`config.mk`:
```
export PLATFORM = sky130hd
export DESIGN_NAME = biriscv_icache_arb
export DESIGN_NICKNAME = d
export VERILOG_FILES = /design/src/rtl/biriscv_icache_arb.sv
export SDC_FILE = /design/constraint.sdc
export NUM_CORES = 1
export LEC_CHECK = 0
export CORE_AREA = 3 3 123 125
export CTS_CLUSTER_SIZE = 24
export DETAILED_ROUTE_END_ITERATION = 10
export DIE_AREA = 0 0 126 128
export GPL_TIMING_DRIVEN = 0
export RECOVER_POWER = 100
export SLEW_MARGIN = 20
export SYNTH_ARGS = -nofsm -noshare
export SYNTH_HDL_FRONTEND = slang
export SYNTH_SLANG_ARGS = --single-unit
```
`constraint.sdc`:
```
create_clock -name clk -period 2.6 [get_ports clk]
set_input_delay 0.26 -clock clk [delete_from_list [all_inputs] [get_ports clk]]
set_output_delay 0.26 -clock clk [all_outputs]
set_load 0.02 [all_outputs]
```
`src/rtl/biriscv_icache_arb.sv`:
```
// Two-requester arbiter for the biriscv L1 instruction cache port.
// Round-robin reads, in-order response routing, serialised flush/invalidate.
module biriscv_icache_arb #(
  parameter int MAX_OUTSTANDING = 2,
  parameter int OUTSTANDING_W   = 1,
  parameter bit FIXED_PRIO      = 1'b0
) (
  input  logic        clk,
  input  logic        rst_n,

  input  logic        req0_rd_i,
  input  logic [31:0] req0_pc_i,
  input  logic [1:0]  req0_priv_i,
  input  logic        req0_flush_i,
  input  logic        req0_invalidate_i,
  output logic        req0_accept_o,
  output logic        req0_valid_o,
  output logic [63:0] req0_inst_o,
  output logic        req0_error_o,
  output logic        req0_page_fault_o,

  input  logic        req1_rd_i,
  input  logic [31:0] req1_pc_i,
  input  logic [1:0]  req1_priv_i,
  input  logic        req1_flush_i,
  input  logic        req1_invalidate_i,
  output logic        req1_accept_o,
  output logic        req1_valid_o,
  output logic [63:0] req1_inst_o,
  output logic        req1_error_o,
  output logic        req1_page_fault_o,

  output logic        icache_rd_o,
  output logic [31:0] icache_pc_o,
  output logic [1:0]  icache_priv_o,
  output logic        icache_flush_o,
  output logic        icache_invalidate_o,
  input  logic        icache_accept_i,
  input  logic        icache_valid_i,
  input  logic [63:0] icache_inst_i,
  input  logic        icache_error_i,
  input  logic        icache_page_fault_i,

  output logic        protocol_err_o
);

  localparam int CNT_W = OUTSTANDING_W + 1;
  localparam logic [CNT_W-1:0] CNT_MAX =
    CNT_W'(MAX_OUTSTANDING);

  logic [CNT_W-1:0]           count_q;
  logic [CNT_W-1:0]           count_d;
  logic [OUTSTANDING_W-1:0]   wr_ptr_q;
  logic [OUTSTANDING_W-1:0]   rd_ptr_q;
  logic [MAX_OUTSTANDING-1:0] tag_q;

  logic lock_q;
  logic lock_id_q;
  logic rr_q;
  logic flush_pend_q;
  logic inv_pend_q;
  logic flush_q;
  logic inv_q;
  logic perr_q;

  logic grant;
  logic gnt_rd;
  logic full;
  logic fl_in;
  logic iv_in;
  logic block;
  logic push;
  logic pop;
  logic head;
  logic lock_d;
  logic idle;
  logic fl_src;
  logic iv_src;
  logic issue_fl;
  logic issue_iv;

  // rr_q=0 favours requester 0
  always_comb begin
    grant = 1'b0;
    if (lock_q)
      grant = lock_id_q;
    else if (FIXED_PRIO)
      grant = !req0_rd_i && req1_rd_i;
    else if (req0_rd_i && req1_rd_i)
      grant = rr_q;
    else
      grant = req1_rd_i;
  end

  assign gnt_rd = grant ? req1_rd_i : req0_rd_i;
  assign full   = (count_q == CNT_MAX);
  assign fl_in  = req0_flush_i | req1_flush_i;
  assign iv_in  = req0_invalidate_i | req1_invalidate_i;

  // Reads hold off until the last maintenance pulse has gone out
  assign block = flush_pend_q | inv_pend_q | flush_q
               | inv_q | fl_in | iv_in;

  assign icache_rd_o = rst_n && gnt_rd && !full
                    && (lock_q || !block);

  assign icache_pc_o   = !icache_rd_o ? '0 :
                         grant ? req1_pc_i : req0_pc_i;
  assign icache_priv_o = !icache_rd_o ? '0 :
                         grant ? req1_priv_i : req0_priv_i;

  assign push = icache_rd_o && icache_accept_i;
  assign pop  = icache_valid_i && (count_q != '0);
  assign head = tag_q[rd_ptr_q];

  assign req0_accept_o = push && !grant;
  assign req1_accept_o = push && grant;

  assign req0_valid_o = pop && !head;
  assign req1_valid_o = pop && head;

  assign req0_inst_o       = req0_valid_o ? icache_inst_i : '0;
  assign req1_inst_o       = req1_valid_o ? icache_inst_i : '0;
  assign req0_error_o      = req0_valid_o && icache_error_i;
  assign req1_error_o      = req1_valid_o && icache_error_i;
  assign req0_page_fault_o = req0_valid_o && icache_page_fault_i;
  assign req1_page_fault_o = req1_valid_o && icache_page_fault_i;

  assign count_d = count_q + CNT_W'(push) - CNT_W'(pop);
  assign lock_d  = icache_rd_o && !icache_accept_i;

  // Pulse fires once the cache will be quiet on the next cycle
  assign idle     = (count_d == '0) && !lock_d;
  assign fl_src   = flush_pend_q | fl_in;
  assign iv_src   = inv_pend_q | iv_in;
  assign issue_fl = idle && fl_src;
  assign issue_iv = idle && !fl_src && iv_src;

  assign icache_flush_o      = flush_q;
  assign icache_invalidate_o = inv_q;
  assign protocol_err_o      = perr_q;

  always_ff @(posedge clk or negedge rst_n) begin
    if (!rst_n) begin
      count_q      <= '0;
      wr_ptr_q     <= '0;
      rd_ptr_q     <= '0;
      tag_q        <= '0;
      lock_q       <= 1'b0;
      lock_id_q    <= 1'b0;
      rr_q         <= 1'b0;
      flush_pend_q <= 1'b0;
      inv_pend_q   <= 1'b0;
      flush_q      <= 1'b0;
      inv_q        <= 1'b0;
      perr_q       <= 1'b0;
    end else begin
      count_q   <= count_d;
      lock_q    <= lock_d;
      lock_id_q <= grant;
      flush_q   <= issue_fl;
      inv_q     <= issue_iv;
      if (push) begin
        tag_q[wr_ptr_q] <= grant;
        wr_ptr_q        <= wr_ptr_q + 1'b1;
        rr_q            <= !grant;
      end
      if (pop)
        rd_ptr_q <= rd_ptr_q + 1'b1;
      if (icache_valid_i && count_q == '0)
        perr_q <= 1'b1;
      // An op that arrives while the pending one issues stays queued
      flush_pend_q <= issue_fl ? (flush_pend_q & fl_in) : fl_src;
      inv_pend_q   <= issue_iv ? (inv_pend_q & iv_in) : iv_src;
    end
  end

endmodule
```
==> Word level (Yosys, flattened, before mapping) <==
Index checks and enable logic that the tools add are counted.
{ "totals": {"register_bits": 14, "inputBits": 144} }
{ "op_classes": {"n_addsub": 4, "n_lt_le_gt_ge": 3, "eq_ne": 1, "mux": 16, "n_bitwise": 11, "reduce_logical": 32} }
{ "op_table": {"columns": ["op", "n"], "rows": [
  ["$mux W64", 2],
  ["$mux W32", 2],
  ["$logic_and A1 B1 Y1", 21],
  ["$or A1 B1 Y1", 9],
  ["$mux W1", 8],
  ["$logic_not A1 Y1", 7],
  ["$logic_not A2 Y1", 2],
  ["$lt A1 B2 Y1 const B", 2],
  ["$mux W2", 2],
  ["$add A1 B1 Y1 const B", 2],
  ["$add A2 B1 Y2", 1],
  ["$and A1 B1 Y1", 2],
  ["$bwmux W2", 1],
  ["$eq A2 B2 Y1 const B", 1],
  ["$reduce_bool A2 Y1", 1],
  ["$sub A2 B1 Y2", 1],
  ["$demux W1 S1", 1],
  ["$ge A1 B1 Y1 const B", 1],
  ["$logic_or A1 B1 Y1", 1]
]} }

==> Depth between registers and ports, before layout <==
{ "depth": {"depth_word": 16, "ltp_mapped": 11, "ltp_nobuf": 11} }

==> Worst setup path after synthesis <==
No wires, ideal clock.
{ "synth_timing": {"path_type": "reg2reg", "startpoint": "register flush_pend_q", "endpoint": "register inv_pend_q", "setup_time_ns": 0.126, "arrival_ns": 2.361, "required_time_ns": 2.474, "setup_slack_ns": 0.113, "stages_incl_launch_ff": 12, "cell_sequence": "dfrtp_1 > nor3_2 > a31oi_2 > nor3_2 > inv_1 > ha_1 > inv_1 > ha_1 > xor3_1 > nor4_1 > o21ai_1 > maj3_2"} }
{ "synth_via": {"elab_chain_cells": 16, "word_cells_on_any_way": 20, "cone_classes": "add/sub (2); mux (1); bitwise (6); reduce/logical (11)"} }
{ "synth_rtl": {"columns": ["item", "line", "source"], "rows": [
  ["start: declaration", "60", "logic flush_pend_q;"],
  ["start signal: assignment", "173", "flush_pend_q <= issue_fl ? (flush_pend_q & fl_in) : fl_src;"],
  ["$or A1 B1 Y1 (2 in series)", "101", "assign block = flush_pend_q | inv_pend_q | flush_q"],
  ["$or A1 B1 Y1 (3 in series)", "102", "| inv_q | fl_in | iv_in;"],
  ["$logic_not A1 Y1", "105", "&& (lock_q || !block);"],
  ["$logic_or A1 B1 Y1", "105", null],
  ["$logic_and A1 B1 Y1", "105", null],
  ["$logic_and A1 B1 Y1", "112", "assign push = icache_rd_o && icache_accept_i;"],
  ["$add A2 B1 Y2", "129", "assign count_d = count_q + CNT_W'(push) - CNT_W'(pop);"],
  ["$sub A2 B1 Y2", "129", null],
  ["via count_d[1]", "52", "logic [CNT_W-1:0] count_d;"],
  ["$logic_not A2 Y1", "133", "assign idle = (count_d == '0) && !lock_d;"],
  ["$logic_and A1 B1 Y1", "133", null],
  ["$logic_and A1 B1 Y1 (2 in series)", "137", "assign issue_iv = idle && !fl_src && iv_src;"],
  ["$mux W1", "174", "inv_pend_q <= issue_iv ? (inv_pend_q & iv_in) : iv_src;"],
  ["end signal: assignment", "174", null],
  ["end: declaration", "61", "logic inv_pend_q;"]
]} }
The timed path passes the listed nets, and every way through them passes these cells.
A chain may end at the register's enable or synchronous reset.

==> Worst setup path in the final report <==
{ "layout_timing": {"startpoint": "register lock_q", "endpoint": "output port icache_pc_o[26]"} }
{ "layout_via": {"elab_chain_cells": 6, "word_cells_on_any_way": 8, "cone_classes": "mux (4); reduce/logical (4)"} }
{ "layout_rtl": {"columns": ["item", "line", "source"], "rows": [
  ["start: declaration", "57", "logic lock_q;"],
  ["start signal: assignment", "159", "lock_q <= lock_d;"],
  ["$mux W1 (*)", "85", "if (lock_q)"],
  ["via grant", "66", "logic grant;"],
  ["$mux W1", "95", "assign gnt_rd = grant ? req1_rd_i : req0_rd_i;"],
  ["$logic_and A1 B1 Y1 (2 in series)", "104", "assign icache_rd_o = rst_n && gnt_rd && !full"],
  ["$logic_and A1 B1 Y1", "105", null],
  ["$mux W32 (*)", "107", "assign icache_pc_o = !icache_rd_o ? '0 :"],
  ["end: declaration", "34", "output logic [31:0] icache_pc_o,"]
]} }
Mark *: on every way through the listed nets, which the timed path passes. The rest lies on a longest branch.

==> run summary <==
The die is 128 um tall. The final cycle utilization of the critical path is 99.7%. Using the TritonRoute via totals, the vias-per-cell ratio works out to 4.18. The run gives 0 as the number of synthesis warnings. The core footprint was 14000 um2. Area added between synthesis and finish: 175%. For the total count of hold-check failures in the final report, the log shows 0. Clock tree synthesis found a total of 14 sinks. Summed over all nets, the half-perimeter wirelength after detailed placement is 11700 um. Clock skew on the completed layout was measured at 0.00400 ns. The logs give 0 for the number of remaining DRC errors and 0.0434 ns for the worst hold slack. The detailed router finished its first iteration with 126 violations. The logs give 0.863 for the weighted congestion at the end of routability-driven global placement and 2180 um2 for the post-synthesis cell area. For this run the aggregate overflow at the end of global routing stands at 0. The logs give 0 for the number of pins exceeding their max-slew limit in the final report and 5 for the detailed-router iteration count before antenna repair.

The tools report the launch point of the worst reg-to-reg path as lock_q$_DFF_PN0_. Worst hold-check path type: in2async. For this design the static power due to leakage is 3.44 nW. The logs give 1 for the deepest level of the CTS H-tree and 42.8% for the share of the core filled with cells in the final layout. The synthesized area per cell is 6.69 um2, and the slew at the pin closest to its max-slew limit is 0.442 ns. The most common cell in the synthesized netlist is and2_1. The share of total power dissipated in combinational logic is 69.8%.

The arrival time at the worst endpoint was 2.33 ns. The clock-pin slew on the worst setup and hold paths was 0.05 ns. Measured against its own limit, the worst slew margin works out to 70.5%. The logs give 15.6% for the effective utilization at floorplan and 318 for the number of top-level pins. VDD sags by at most 0.293 mV. STA classifies the critical path endpoint as an output pin.

STA puts the critical path data required time at 2.34 ns. Among cell families on the critical path, the largest total delay comes from buffers and inverters. Summing all multi-input logic gate instances after layout gives 1780 um2. The number of failing setup endpoints in the final timing report was 0. Clock tree synthesis inserted a total of 3 buffers. The post-route minimum period works out to 2.59 ns. The tools report the first element of the critical path as lock_q$_DFF_PN0_. The tools report the cell chosen for the clock root as clkbuf_16. The tools report the switching power as 0.827 mW.

The placed instances occupy a cell area of 5570 um2. 0 antenna diodes ended up in the layout. After detailed routing, the total wire length is 14200 um. The buffers plus inverters on the worst setup path was 4; the maximum fanout along the worst path was 10. For the aggregate global-route resource usage, the log shows 16.1%. Synthesis produced a netlist whose cell count is 325. The number of antenna violations at the first check in global routing is 0, and the number of core rows is 43.

The number of enable flip-flop cells after synthesis works out to 0. Derived from the worst setup path, the maximum achievable clock frequency is 386 MHz. Entering global routing, the biggest net connects 17 pins.

The synthesized design contains 14 register bits. Once layout is done, the placed cells without fillers occupy 5990 um2. The switching share of power is 39.3%, and the via count of the first global-routing pass is 3636. Clock latency of the later-clocked register in the worst-skew pair: 0.25 ns. For this design the ratio of total power to cell area is 351 nW/um2. Counting flops with an async set or reset pin after synthesis yields a share of 100%. The worst setup path category is reg2out.

The tool flagged a number of max-cap violations equal to 0. Setup repair after global routing could not meet its margin everywhere. Across the whole layout, storage elements account for 352 um2. The setup total negative slack came out at 0 ns. By area the synthesized netlist is led by and2_1 38%, dfrtp_1 16%, nand2_1 12%. From left edge to right edge, the die measures 126 um.

In this run, the clock network consumes 15.5% of the power. Cell type contributing the most total cell area after synthesis: and2_1. Main flop type after synthesis: dfrtp_1. The run finished with clean final reports.

After layout, the design draws a total of 2.11 mW. In this run the remaining antenna-violating nets after routing total 0. The share of cells above drive strength 1 works out to 15.0%.

TritonCTS built the clock tree. The die covers 16100 um2. Input and output buffers added on the ports amount to 317.

For the number of nets in the layout, the log shows 809. The clock passes through at most 2 buffers. STA classifies the critical path startpoint as a flip-flop. The first global-routing pass estimated 20800 um of wire. For this block, the via count after detailed routing is 3521. Dividing the detail-routed wire length by the instance count gives 16.9 um. Walking the worst path, the cells encountered are buf_4, nand2b_1, o21a_1, inv_2, clkbuf_1, nand2_1, a21oi_2, clkdlybuf4s15_1. The commonest cells after synthesis are 132 x and2_1, 70 x nand2_1, 19 x a21oi_2, 19 x clkbuf_1, 15 x a21oi_1. After synthesis, flip-flops and latches occupy 16.1% of the total area. On the critical path, the stage with the largest delay is an instance of dfrtp_2. Registers are responsible for 14.7% of the overall power. Counting every net in the synthesized netlist gives 471.

The synthesized design devotes to its leading area cell type 38.0% of total area. The cell internal power dissipation was 1.28 mW; the biggest cell delay along the critical path was 0.43 ns. Yosys mapped the design onto 35 distinct sky130hd cell types.

The count of filler cells inserted in the layout was 1406.
[cells by family after synthesis]
family | count (synthesis) | share of synthesized area, %
AND/OR/NAND/NOR | 225 | 56.4
multiplexers | 3 | 1.50
XOR/XNOR | 3 | 1.90
flip-flops | 14 | 16.1
AO/OA/AOI/OAI | 45 | 15.4
buffers and inverters | 31 | 6.56
adder cells (fa/ha/maj) | 4 | 2.18
[metrics by stage]
| stage | worst slack [ns] | std cells |
|---|---|---|
| final | 0.00890 | 842 |
| after global routing | -0.110 | 842 |
| after CTS | -0.187 | 839 |
| after detailed placement | -0.829 | 822 |
| after global placement | -0.812 | 822 |
| after floorplan | 0.113 | 325 |
[placed cells by master (no fill, tap or decap), types with 2 or more instances in the layout]
master           instances
maj3_2                   2
nor3_1                   2
nor2_2                   2
buf_6                    4
clkbuf_2                21
dfrtp_1                 13
dlygate4sd2_1           22
buf_4                   16
clkdlybuf4s15_1          8
nand2b_1                 2
o21ai_2                  2
or2_2                    2
dlymetal6s2s_1          60
nor3_4                   3
inv_2                    2
nor2b_1                  2
clkbuf_4                 7
inv_1                    4
a21oi_1                 15
a21oi_2                 19
nand2_1                 70
and2_1                 132
dlygate4sd3_1            3
buf_2                    3
nor2_1                   4
mux2_1                   2
clkbuf_16                3
clkdlybuf4s50_1        212
[metal layers]
metal / vias to the layer above / GRT usage (%) / part of all wire, %
li1: 1702 / - / -
met1: 1608 / 18.5 / 39
met2: 201 / 30.5 / 52
met3: 10 / 4.42 / 8.9
met4: 0 / 1.89 / 0.63
met5: - / 0 / 0
[sequential cells by signal, indices dropped and copies added (netlist names)]
register	count
count_q	2
tag_q	2
flush_pend_q	1
icache_flush_o	1
icache_invalidate_o	1
inv_pend_q	1
lock_id_q	1
lock_q	1
protocol_err_o	1
rd_ptr_q	1
rr_q	1
wr_ptr_q	1
[what timing repair did]
action / 4_1_cts / 5_1_grt
pin swaps: 11 / 6
cloned: 0 / 0
setup endpoints to repair: 154 / 137
resized for setup: 73 / 115
hold buffers: 0 / 0
setup buffers: 13 / 4
[cell type report]
cell class / count / share of cell area [%]
multi-input cells: 280 / 29.6
repair buffers: 334 / 56.3
inverters: 6 / 0.376
well taps: 180 / 3.76
clock buffers: 4 / 1.48
flip-flops and latches: 14 / 5.87
plain buffers: 24 / 2.59
[final timing paths]
| kind | end | slack (ns) | cells after the start |
|---|---|---|---|
| min | lock_id_q$_DFF_PN0_ | 0.04 | 1 |
| min reg2reg | protocol_err_o$_DFFE_PN0P_ | 0.46 | 1 |
| min in group clk | icache_invalidate_o$_DFF_PN0_ | 0.36 | 3 |
| max reg2reg | inv_pend_q$_DFF_PN0_ | 0.05 | 11 |
| max | icache_pc_o[26] | 0.009 | 8 |
| max in group asynchronous | lock_q$_DFF_PN0_ | 2.23 | 1 |
[power groups by stage]
| stage | sequential [mW] | combinational (mW) | clock (mW) |
|---|---|---|---|
| after floorplan | 0.303 | 0.617 | 0 |
| after global placement | 0.298 | 1.32 | 0 |
| after detailed placement | 0.301 | 1.33 | 0 |
| after CTS | 0.301 | 1.46 | 0.329 |
| after global routing | 0.316 | 1.57 | 0.346 |
| final | 0.309 | 1.47 | 0.327 |
(Power assumes the default switching activity.)
